[config.mk]
export PLATFORM = sky130hd
export DESIGN_NAME = demo_song_sequencer
export DESIGN_NICKNAME = d
export VERILOG_FILES = /design/src/rtl/demo_song_sequencer.sv
export SDC_FILE = /design/constraint.sdc
export NUM_CORES = 1
export LEC_CHECK = 0
export BUFFER_PORTS_ARGS = -buffer_cell sky130_fd_sc_hd__buf_2
export CAP_MARGIN = 5
export CORE_UTILIZATION = 58
export CTS_CLUSTER_DIAMETER = 200
export DETAILED_ROUTE_END_ITERATION = 6
export PLACE_DENSITY = 0.89
export REMOVE_ABC_BUFFERS = 1
export SYNTH_ARGS = -nofsm -noshare
export SYNTH_HDL_FRONTEND = slang
export SYNTH_SLANG_ARGS = --single-unit
[constraint.sdc]
create_clock -name clk -period 6.5 [get_ports clk]
set_input_delay 0.975 -clock clk [delete_from_list [all_inputs] [get_ports clk]]
set_output_delay 0.975 -clock clk [all_outputs]
set_load 0.1 [all_outputs]
[src/rtl/demo_song_sequencer.sv]
// Note-source controller: picks between live keys and a 16-step demo song,
// and drives the one-hot tone enable plus the 3-bit note code for the display.
module demo_song_sequencer #(
    parameter int TICK_DIV   = 4,
    parameter int NOTE_TICKS = 4,
    parameter int GAP_TICKS  = 1
) (
    input  logic       clk,
    input  logic       rst,
    input  logic [6:0] keys,
    input  logic       demo_en,
    input  logic       auto_mode,
    input  logic       step,
    output logic [6:0] note_oh,
    output logic [2:0] note_idx,
    output logic [3:0] song_pos,
    output logic       playing,
    output logic       done
);

    localparam logic [1:0] S_IDLE = 2'd0;
    localparam logic [1:0] S_NOTE = 2'd1;
    localparam logic [1:0] S_GAP  = 2'd2;
    localparam logic [1:0] S_DONE = 2'd3;

    localparam int MAX_TICKS = (NOTE_TICKS > GAP_TICKS) ? NOTE_TICKS : GAP_TICKS;
    localparam int PW = $clog2(TICK_DIV);
    localparam int TW = $clog2(MAX_TICKS + 1);

    localparam logic [PW-1:0] PRESC_LAST = PW'(TICK_DIV - 1);
    localparam logic [TW-1:0] NOTE_LAST  = TW'(NOTE_TICKS - 1);
    localparam logic [TW-1:0] GAP_LAST   = TW'(GAP_TICKS - 1);

    // Song ROM: note code for each of the 16 steps.
    function automatic logic [2:0] song_rom(input logic [3:0] pos);
        case (pos)
            4'd0:    song_rom = 3'd3;
            4'd1:    song_rom = 3'd2;
            4'd2:    song_rom = 3'd1;
            4'd3:    song_rom = 3'd2;
            4'd4:    song_rom = 3'd3;
            4'd5:    song_rom = 3'd3;
            4'd6:    song_rom = 3'd3;
            4'd7:    song_rom = 3'd0;
            4'd8:    song_rom = 3'd2;
            4'd9:    song_rom = 3'd2;
            4'd10:   song_rom = 3'd2;
            4'd11:   song_rom = 3'd0;
            4'd12:   song_rom = 3'd3;
            4'd13:   song_rom = 3'd5;
            4'd14:   song_rom = 3'd5;
            default: song_rom = 3'd0;
        endcase
    endfunction

    // Lowest set key wins; later (lower) bits overwrite higher ones.
    function automatic logic [2:0] live_code(input logic [6:0] k);
        live_code = 3'd0;
        for (int i = 6; i >= 0; i--) begin
            if (k[i]) live_code = 3'(i + 1);
        end
    endfunction

    function automatic logic [6:0] decode_oh(input logic [2:0] code);
        decode_oh = 7'd0;
        if (code != 3'd0) decode_oh[code - 3'd1] = 1'b1;
    endfunction

    // Tick counter saturates at the expiry value so a long manual note cannot wrap it.
    function automatic logic [TW-1:0] sat_inc(input logic [TW-1:0] v, input logic [TW-1:0] lim);
        sat_inc = (v < lim) ? v + 1'b1 : v;
    endfunction

    logic [1:0]    state, state_n;
    logic [3:0]    pos_n;
    logic [PW-1:0] presc, presc_n;
    logic [TW-1:0] tcnt, tcnt_n;
    logic          step_q, demo_en_q;
    logic          step_rise, demo_rise, tick, done_n;
    logic [2:0]    idx_n;

    // Next-state, timer and output selection.
    always_comb begin
        step_rise = step & ~step_q;
        demo_rise = demo_en & ~demo_en_q;
        tick      = (presc == PRESC_LAST);
        state_n   = state;
        pos_n     = song_pos;
        presc_n   = tick ? '0 : presc + 1'b1;
        tcnt_n    = tick ? sat_inc(tcnt, (state == S_GAP) ? GAP_LAST : NOTE_LAST) : tcnt;
        done_n    = 1'b0;
        idx_n     = 3'd0;

        case (state)
            S_IDLE: begin
                presc_n = '0;
                tcnt_n  = '0;
                if (demo_rise) begin
                    state_n = S_NOTE;
                    pos_n   = 4'd0;
                end
            end
            S_NOTE: begin
                if (!demo_en) begin
                    state_n = S_IDLE;
                    pos_n   = 4'd0;
                end else if (auto_mode ? (tick && tcnt >= NOTE_LAST) : step_rise) begin
                    state_n = S_GAP;
                    presc_n = '0;
                    tcnt_n  = '0;
                end
            end
            S_GAP: begin
                if (!demo_en) begin
                    state_n = S_IDLE;
                    pos_n   = 4'd0;
                end else if (!auto_mode || (tick && tcnt >= GAP_LAST)) begin
                    presc_n = '0;
                    tcnt_n  = '0;
                    if (song_pos == 4'd15) begin
                        state_n = S_DONE;
                        pos_n   = 4'd0;
                        done_n  = 1'b1;
                    end else begin
                        state_n = S_NOTE;
                        pos_n   = song_pos + 4'd1;
                    end
                end
            end
            default: begin
                presc_n = '0;
                tcnt_n  = '0;
                if (!demo_en) begin
                    state_n = S_IDLE;
                    pos_n   = 4'd0;
                end
            end
        endcase

        // Leaving the demo for IDLE gives one silent cycle before keys take over.
        if (state_n == S_IDLE && state == S_IDLE) idx_n = live_code(keys);
        else if (state_n == S_NOTE)               idx_n = song_rom(pos_n);
    end

    // State, timers, edge history and registered outputs.
    always_ff @(posedge clk) begin
        if (rst) begin
            state     <= S_IDLE;
            song_pos  <= 4'd0;
            presc     <= '0;
            tcnt      <= '0;
            step_q    <= 1'b0;
            demo_en_q <= 1'b0;
            note_idx  <= 3'd0;
            note_oh   <= 7'd0;
            playing   <= 1'b0;
            done      <= 1'b0;
        end else begin
            state     <= state_n;
            song_pos  <= pos_n;
            presc     <= presc_n;
            tcnt      <= tcnt_n;
            step_q    <= step;
            demo_en_q <= demo_en;
            note_idx  <= idx_n;
            note_oh   <= decode_oh(idx_n);
            playing   <= (state_n == S_NOTE) || (state_n == S_GAP);
            done      <= done_n;
        end
    end

endmodule

==> results of run 1 <==
[stage by stage]
step	setup WS, ns	instance area (sq um)	utilization (%)
after floorplan	2.88	1400	-
after global placement	2.58	1570	69.2
after detailed placement	2.37	1570	69.2
after CTS	2.69	1600	70.5
after global routing	2.36	1600	70.5
final	2.61	1600	70.5
[flip-flops by register name (all words and copies together) (netlist names)]
signal and count:
demo_en_q 1, done 1, note_idx 3, note_oh 7
playing 1, presc 2, song_pos 4, state 2
step_q 1, tcnt 3
[layout by cell type, fill, tap and decap left out, drive strengths merged, types with 3 or more instances in the layout]
cell type,netlist,layout
ha,16,16
nand2,9,9
nor3b,4,4
a21oi,4,4
a31oi,5,5
o21ai,5,5
clkbuf,1,3
buf,4,27
dfxtp,25,25
nor2b,4,4
nor2,28,28
inv,12,12
a22oi,3,3
nor3,7,7
and3,3,3
[routing by layer]
metal | track usage, % | vias up | wire length (um)
met5 | 0 | - | 0
met4 | 5.41 | 0 | 24
met3 | 4.68 | 4 | 127
met2 | 42.3 | 35 | 1460
met1 | 31.8 | 605 | 1400
li1 | - | 633 | -
[final cells by class]
type	count	area [sq um]	share of cell area, %
Inverter	12	45.0	2.81
Sequential cell	25	500	31.2
Clock inverter	1	7.51	0.468
Multi-Input combinational cell	122	858	53.5
Tap cell	28	35.0	2.18
Clock buffer	3	22.5	1.40
Timing Repair Buffer	27	135	8.42
[final timing paths]
path / slack [ns] / depth (start not counted) / from / to
max: 2.61 / 16 / tcnt[0] / note_oh[6]
max reg2reg: 2.61 / 16 / tcnt[0] / note_oh[6]
min reg2reg: 0.45 / 1 / presc[0] / presc[0]
min: 0.45 / 1 / presc[0] / presc[0]
[cells by family after synthesis]
family / share of synthesized area [%]
AO/OA/AOI/OAI: 18.4
XOR/XNOR: 0.605
adder cells (fa/ha/maj): 13.8
buffers and inverters: 6.22
flip-flops: 34.5
multiplexers: 2.16
AND/OR/NAND/NOR: 24.3
[where the power goes]
group | total [mW] | switching, mW | internal, mW
Combinational | 0.153 | 0.113 | 0.0393
Sequential | 0.168 | 0.00470 | 0.164
Clock | 0.0697 | 0.0463 | 0.0234
==> impl_metrics.py, run 1 <==
metrics = {
    "outcome": {
        "status": "finished clean",
    },
    "cells_and_area": {
        "final_nets": 219,
        "n_fill_cell": 167,
        "antenna-diode-count": 0,
        "synthToLayoutAreaGrowth_pct": 10.7,
        "drive_gt1_share_pct": 23.7,
        "finalNonFillerCells": 218,
    },
    "synth": {
        "synth_warnings": 0,
        "syn_inst": 164,
        "ys_top_cells_by_count": "nor2_1, dfxtp_1, ha_1",
        "synthFlopType": "dfxtp_1",
        "syn_area_sq_mm": 0.00145,
        "synth_cell_types": 47,
        "ys_top_cells_by_area": "dfxtp_1, ha_1, nor2_1, inv_1, nor3_1",
        "synth.yosys.seq_area_share_pct": 34.5,
        "synth.avg_cell_area_sq_um": 8.83,
        "synthArstFlopShare_pct": 0,
        "synth_edf_count": 0,
        "post-synth-top-area-fraction_pct": 34.5,
        "ys_seq_elements": 25,
        "synth_most_common_cell": "nor2_1",
        "yosys.area.top_type": "dfxtp_1",
    },
    "placed_design": {
        "io_buffers": 27,
        "place_hpwl_um": 2280,
        "placedCellCount": 214,
        "place.gp.congestion": 0.868,
    },
    "power_and_ir_drop": {
        "total_leakage_power_nw": 0.775,
        "finalPower_uw": 391,
        "p_per_area_mw_per_mm2": 244,
        "irDropWorstVdd_v": 0.000249,
    },
    "timing": {
        "slew_viol_final": 0,
        "post-route-min-period_ns": 3.89,
        "finClkSkew_ns": 0.00335,
        "worst_pin_slew_ns": 0.793,
        "period_share_pct": 59.8,
        "whs_ns": 0.449,
        "slew_headroom_pct": 46.6,
        "rsz0062_at_grt": "no",
        "hold_violations": 0,
        "tns_ns": 0,
        "fmax_mhz": 257,
        "report.final.setup_viol": 0,
    },
    "worst_setup_path": {
        "crit_top_cell": "ha_1",
        "crit_path_max_incr_delay_ns": 0.37,
        "cp-start-kind": "register",
        "arrival_ns": 4.13,
        "path_cells": "ha_1 -> ha_1 -> a211o_1 -> a31oi_1 -> o21ai_0 -> a22o_1 -> a2bb2oi_1 -> ha_1 -> nand2_1 -> nand2_1 -> nor2_1 -> mux2_2 -> o22ai_1 -> ha_1 -> nor3_1 -> nor3b_1",
        "critPathCaptureType": "register",
        "path_class": "register to register",
        "crit_fanout": 4,
        "slowest_stage": "dfxtp_1",
        "cp.required_ns": 6.74,
        "critPathTopFamily": "compound AO/OA/AOI/OAI gates",
        "crit_buf_inv": 0,
    },
    "floorplan": {
        "dieArea_sq_mm": 0.00270,
        "die_h_um": 52.0,
        "die_w_um": 52.0,
        "row_count": 17,
        "core-area_sq_mm": 0.00228,
        "ios": 28,
        "start_util_pct": 63.7,
    },
    "global_route": {
        "grt_pass1_wl_um": 5030,
        "grt.total_usage_pct": 24.7,
        "grt_overflow_total": 0,
        "antenna_found_initial": 0,
        "grt_pass1_vias": 1170,
        "grt_max_degree": 17,
    },
    "routing": {
        "drt_iter0_drc": 54,
        "num_vias": 1277,
        "routed_wl_um": 3010,
        "wl_per_cell_um": 13.8,
        "firstDrtPassIters": 4,
        "drcViolationCount": 0,
        "vias_per_cell": 5.86,
        "ant_nets": 0,
    },
    "cts": {
        "clkSlewWorstSetupHoldPaths_ns": 0.14,
        "h-tree-depth": 1,
        "worstSkewPairLatency_ns": 0.31,
        "cts_resized": 0,
        "clock_sinks": 25,
        "cts_buffer_depth": 2,
        "cts_root_buffer": "clkbuf_4",
        "cts_setup_buffers": 0,
        "cts_tree": "yes",
        "ctsHoldBuffers": 0,
        "cts_buffers": 3,
    },
    "worst_hold_path": {
        "hold_class": "register to register",
    },
    "flow_run": {
        "cap_violations": 0,
    },
}
Power figures use the tool's default switching activity.
==> run 2, diff against run 1 <==
--- a/config.mk
+++ b/config.mk
@@ -7,10 +7,10 @@
 export LEC_CHECK = 0
 export BUFFER_PORTS_ARGS = -buffer_cell sky130_fd_sc_hd__buf_2
 export CAP_MARGIN = 5
-export CORE_UTILIZATION = 58
+export CORE_UTILIZATION = 49
 export CTS_CLUSTER_DIAMETER = 200
 export DETAILED_ROUTE_END_ITERATION = 6
-export PLACE_DENSITY = 0.89
+export PLACE_DENSITY = 0.81
 export REMOVE_ABC_BUFFERS = 1
 export SYNTH_ARGS = -nofsm -noshare
 export SYNTH_HDL_FRONTEND = slang
==> constraint.sdc (replaced) <==
create_clock -name clk -period 3.2 [get_ports clk]
set_input_delay 0.48 -clock clk [delete_from_list [all_inputs] [get_ports clk]]
set_output_delay 0.48 -clock clk [all_outputs]
set_load 0.1 [all_outputs]
==> run 2 against run 1 <==
Critical path depth unchanged. Maximum frequency increased by 22%. Total power rose by 140%. First-iteration DRC count decreased by 33%. Clock power grew 130%. Cell count up 13%. Worst setup slack lost 2.6 ns. Sequential share of layout area decreased by 6.2 points. Global-route usage fell by 2.2 points.
==> impl_metrics.py, run 2 (synthesis results as in run 1) <==
metrics = {
    "worst_setup_path": {
        "cp-start-kind": "register",
        "reg2reg_depth": 16,
        "rr_endpoint": "note_oh[3]",
        "r2r_slack_ns": 0.005,
        "cp.required_ns": 3.50,
        "crit_fanout": 4,
        "timing.rr.start": "tcnt[1]",
        "critPathCaptureType": "register",
        "path_class": "register to register",
        "arrival_ns": 3.49,
    },
    "placed_design": {
        "placedCellCount": 240,
        "place_hpwl_um": 2400,
        "place_area_sq_mm": 0.00175,
        "io_buffers": 27,
        "place.gp.congestion": 0.872,
    },
    "timing": {
        "hold_violations": 0,
        "rsz0062_at_grt": "yes",
        "fmax_mhz": 313,
        "worst_pin_slew_ns": 0.503,
        "slew_viol_final": 0,
        "report.final.setup_viol": 0,
        "post-route-min-period_ns": 3.20,
        "period_share_pct": 99.8,
        "tns_ns": 0,
        "finClkSkew_ns": 0.00404,
        "slew_headroom_pct": 66.7,
    },
    "routing": {
        "ant_nets": 0,
        "firstDrtPassIters": 4,
        "drcViolationCount": 0,
        "vias_per_cell": 5.70,
        "wl_per_cell_um": 15.6,
        "drt_iter0_drc": 36,
        "routed_wl_um": 3850,
        "num_vias": 1407,
    },
    "global_route": {
        "grt.total_usage_pct": 22.5,
        "grt_pass1_vias": 1334,
        "grt_pass1_wl_um": 5620,
        "grt_overflow_total": 0,
        "antenna_found_initial": 0,
        "grt_max_degree": 17,
    },
    "cts": {
        "cts_buffers": 3,
        "clkSlewWorstSetupHoldPaths_ns": 0.15,
        "worstSkewPairLatency_ns": 0.34,
        "ctsHoldBuffers": 0,
        "h-tree-depth": 1,
        "cts_tree": "yes",
        "clock_sinks": 25,
        "cts_root_buffer": "clkbuf_4",
        "cts_buffer_depth": 2,
    },
    "floorplan": {
        "row_count": 19,
        "die_w_um": 56.4,
        "ios": 28,
        "die_h_um": 56.4,
        "core-area_sq_mm": 0.00278,
        "dieArea_sq_mm": 0.00318,
        "start_util_pct": 52.1,
    },
    "cells_and_area": {
        "largest_register": "note_oh",
        "n_fill_cell": 185,
        "finalNonFillerCells": 247,
        "final_common_cell": "buf_2",
        "synthToLayoutAreaGrowth_pct": 38.8,
        "final_cell_mix": "buf_2, nor2_1, buf_4",
        "final_nets": 245,
        "reg.largest.list": "note_oh x7, song_pos x4",
        "largest_reg_flops": 7,
        "antenna-diode-count": 0,
        "stdcell_area_sq_mm": 0.00201,
        "drive_gt1_share_pct": 44.9,
    },
    "power_and_ir_drop": {
        "total_leakage_power_nw": 0.954,
        "finalPower_uw": 936,
        "p_per_area_mw_per_mm2": 466,
        "irDropWorstVdd_v": 0.000586,
    },
    "worst_hold_path": {
        "hold_start": "step",
        "min_to": "step_q",
        "holdPathStages": 2,
        "hold_class": "input pin to register",
    },
    "outcome": {
        "status": "finished clean",
    },
    "flow_run": {
        "cap_violations": 0,
    },
}
run 2: cell types whose count changed in the layout (fill, tap and decap cells not counted), sizes merged:
cell      delta
buf         +26
clkinvlp     -1
inv          +1
run 2: what timing repair did:
action / 4_1_cts / 5_1_grt
resized for setup: 21 / 23
gates cloned: 0 / 0
setup endpoints to repair: 7 / 7
pin swaps: 7 / 13
buffers inserted: 2 / 2
run 2: worst max path at each step:
stage	from	to	slack [ns]	depth (start not counted)
detailed placement	tcnt[0]	note_oh[6]	-0.34	16
global placement	tcnt[0]	note_oh[6]	-0.15	16
CTS	tcnt[0]	note_oh[6]	0.006	18
floorplan	song_pos[0]	note_oh[6]	-0.23	13
global route	tcnt[1]	note_oh[2]	-0.12	17
finish	tcnt[1]	note_oh[3]	0.005	16
run 2: stage by stage:
stage / hold WS, ns / setup slack [ns] / util [%]
after global placement: 0.412 / -0.148 / 62.9
after global routing: 0.374 / -0.118 / 72.3
after floorplan: 0.404 / -0.231 / -
final: 0.371 / 0.00486 / 72.3
after detailed placement: 0.440 / -0.337 / 62.9
after CTS: 0.356 / 0.00573 / 67.7
run 2: critical path: stages (launching register included):
cell	delay (ns)
dfxtp_2	0.37
ha_4	0.16
ha_4	0.14
a211o_1	0.26
a31oi_4	0.20
o21ai_2	0.08
a22o_1	0.21
a2bb2oi_2	0.19
ha_2	0.23
nand2_4	0.07
nand2_4	0.09
nor2_2	0.03
mux2_4	0.28
o22ai_4	0.22
ha_4	0.24
nor3_4	0.20
and3_2	0.19
run 2: report_power, final:
part / switching [mW] / internal (mW)
registers: 0.00901 / 0.333
logic: 0.282 / 0.154
clock network: 0.108 / 0.0512
total: 0.399 / 0.537
run 2: layout make-up:
class	count	area, sq um	share of cell area (%)
sequential	25	503	25.0
multi-input combinational	122	1060	52.6
inverter	12	45.0	2.24
tap	31	38.8	1.93
clock inverter	1	8.76	0.436
clock buffer	3	22.5	1.12
timing repair buffer	53	334	16.6
run 2: layer usage:
layer	track usage, %	up-vias	routed length (um)
met1	26.3	656	1570
met2	39.8	46	2020
li1	-	692	-
met4	12.5	0	119
met3	2.76	13	132
met5	0	-	0
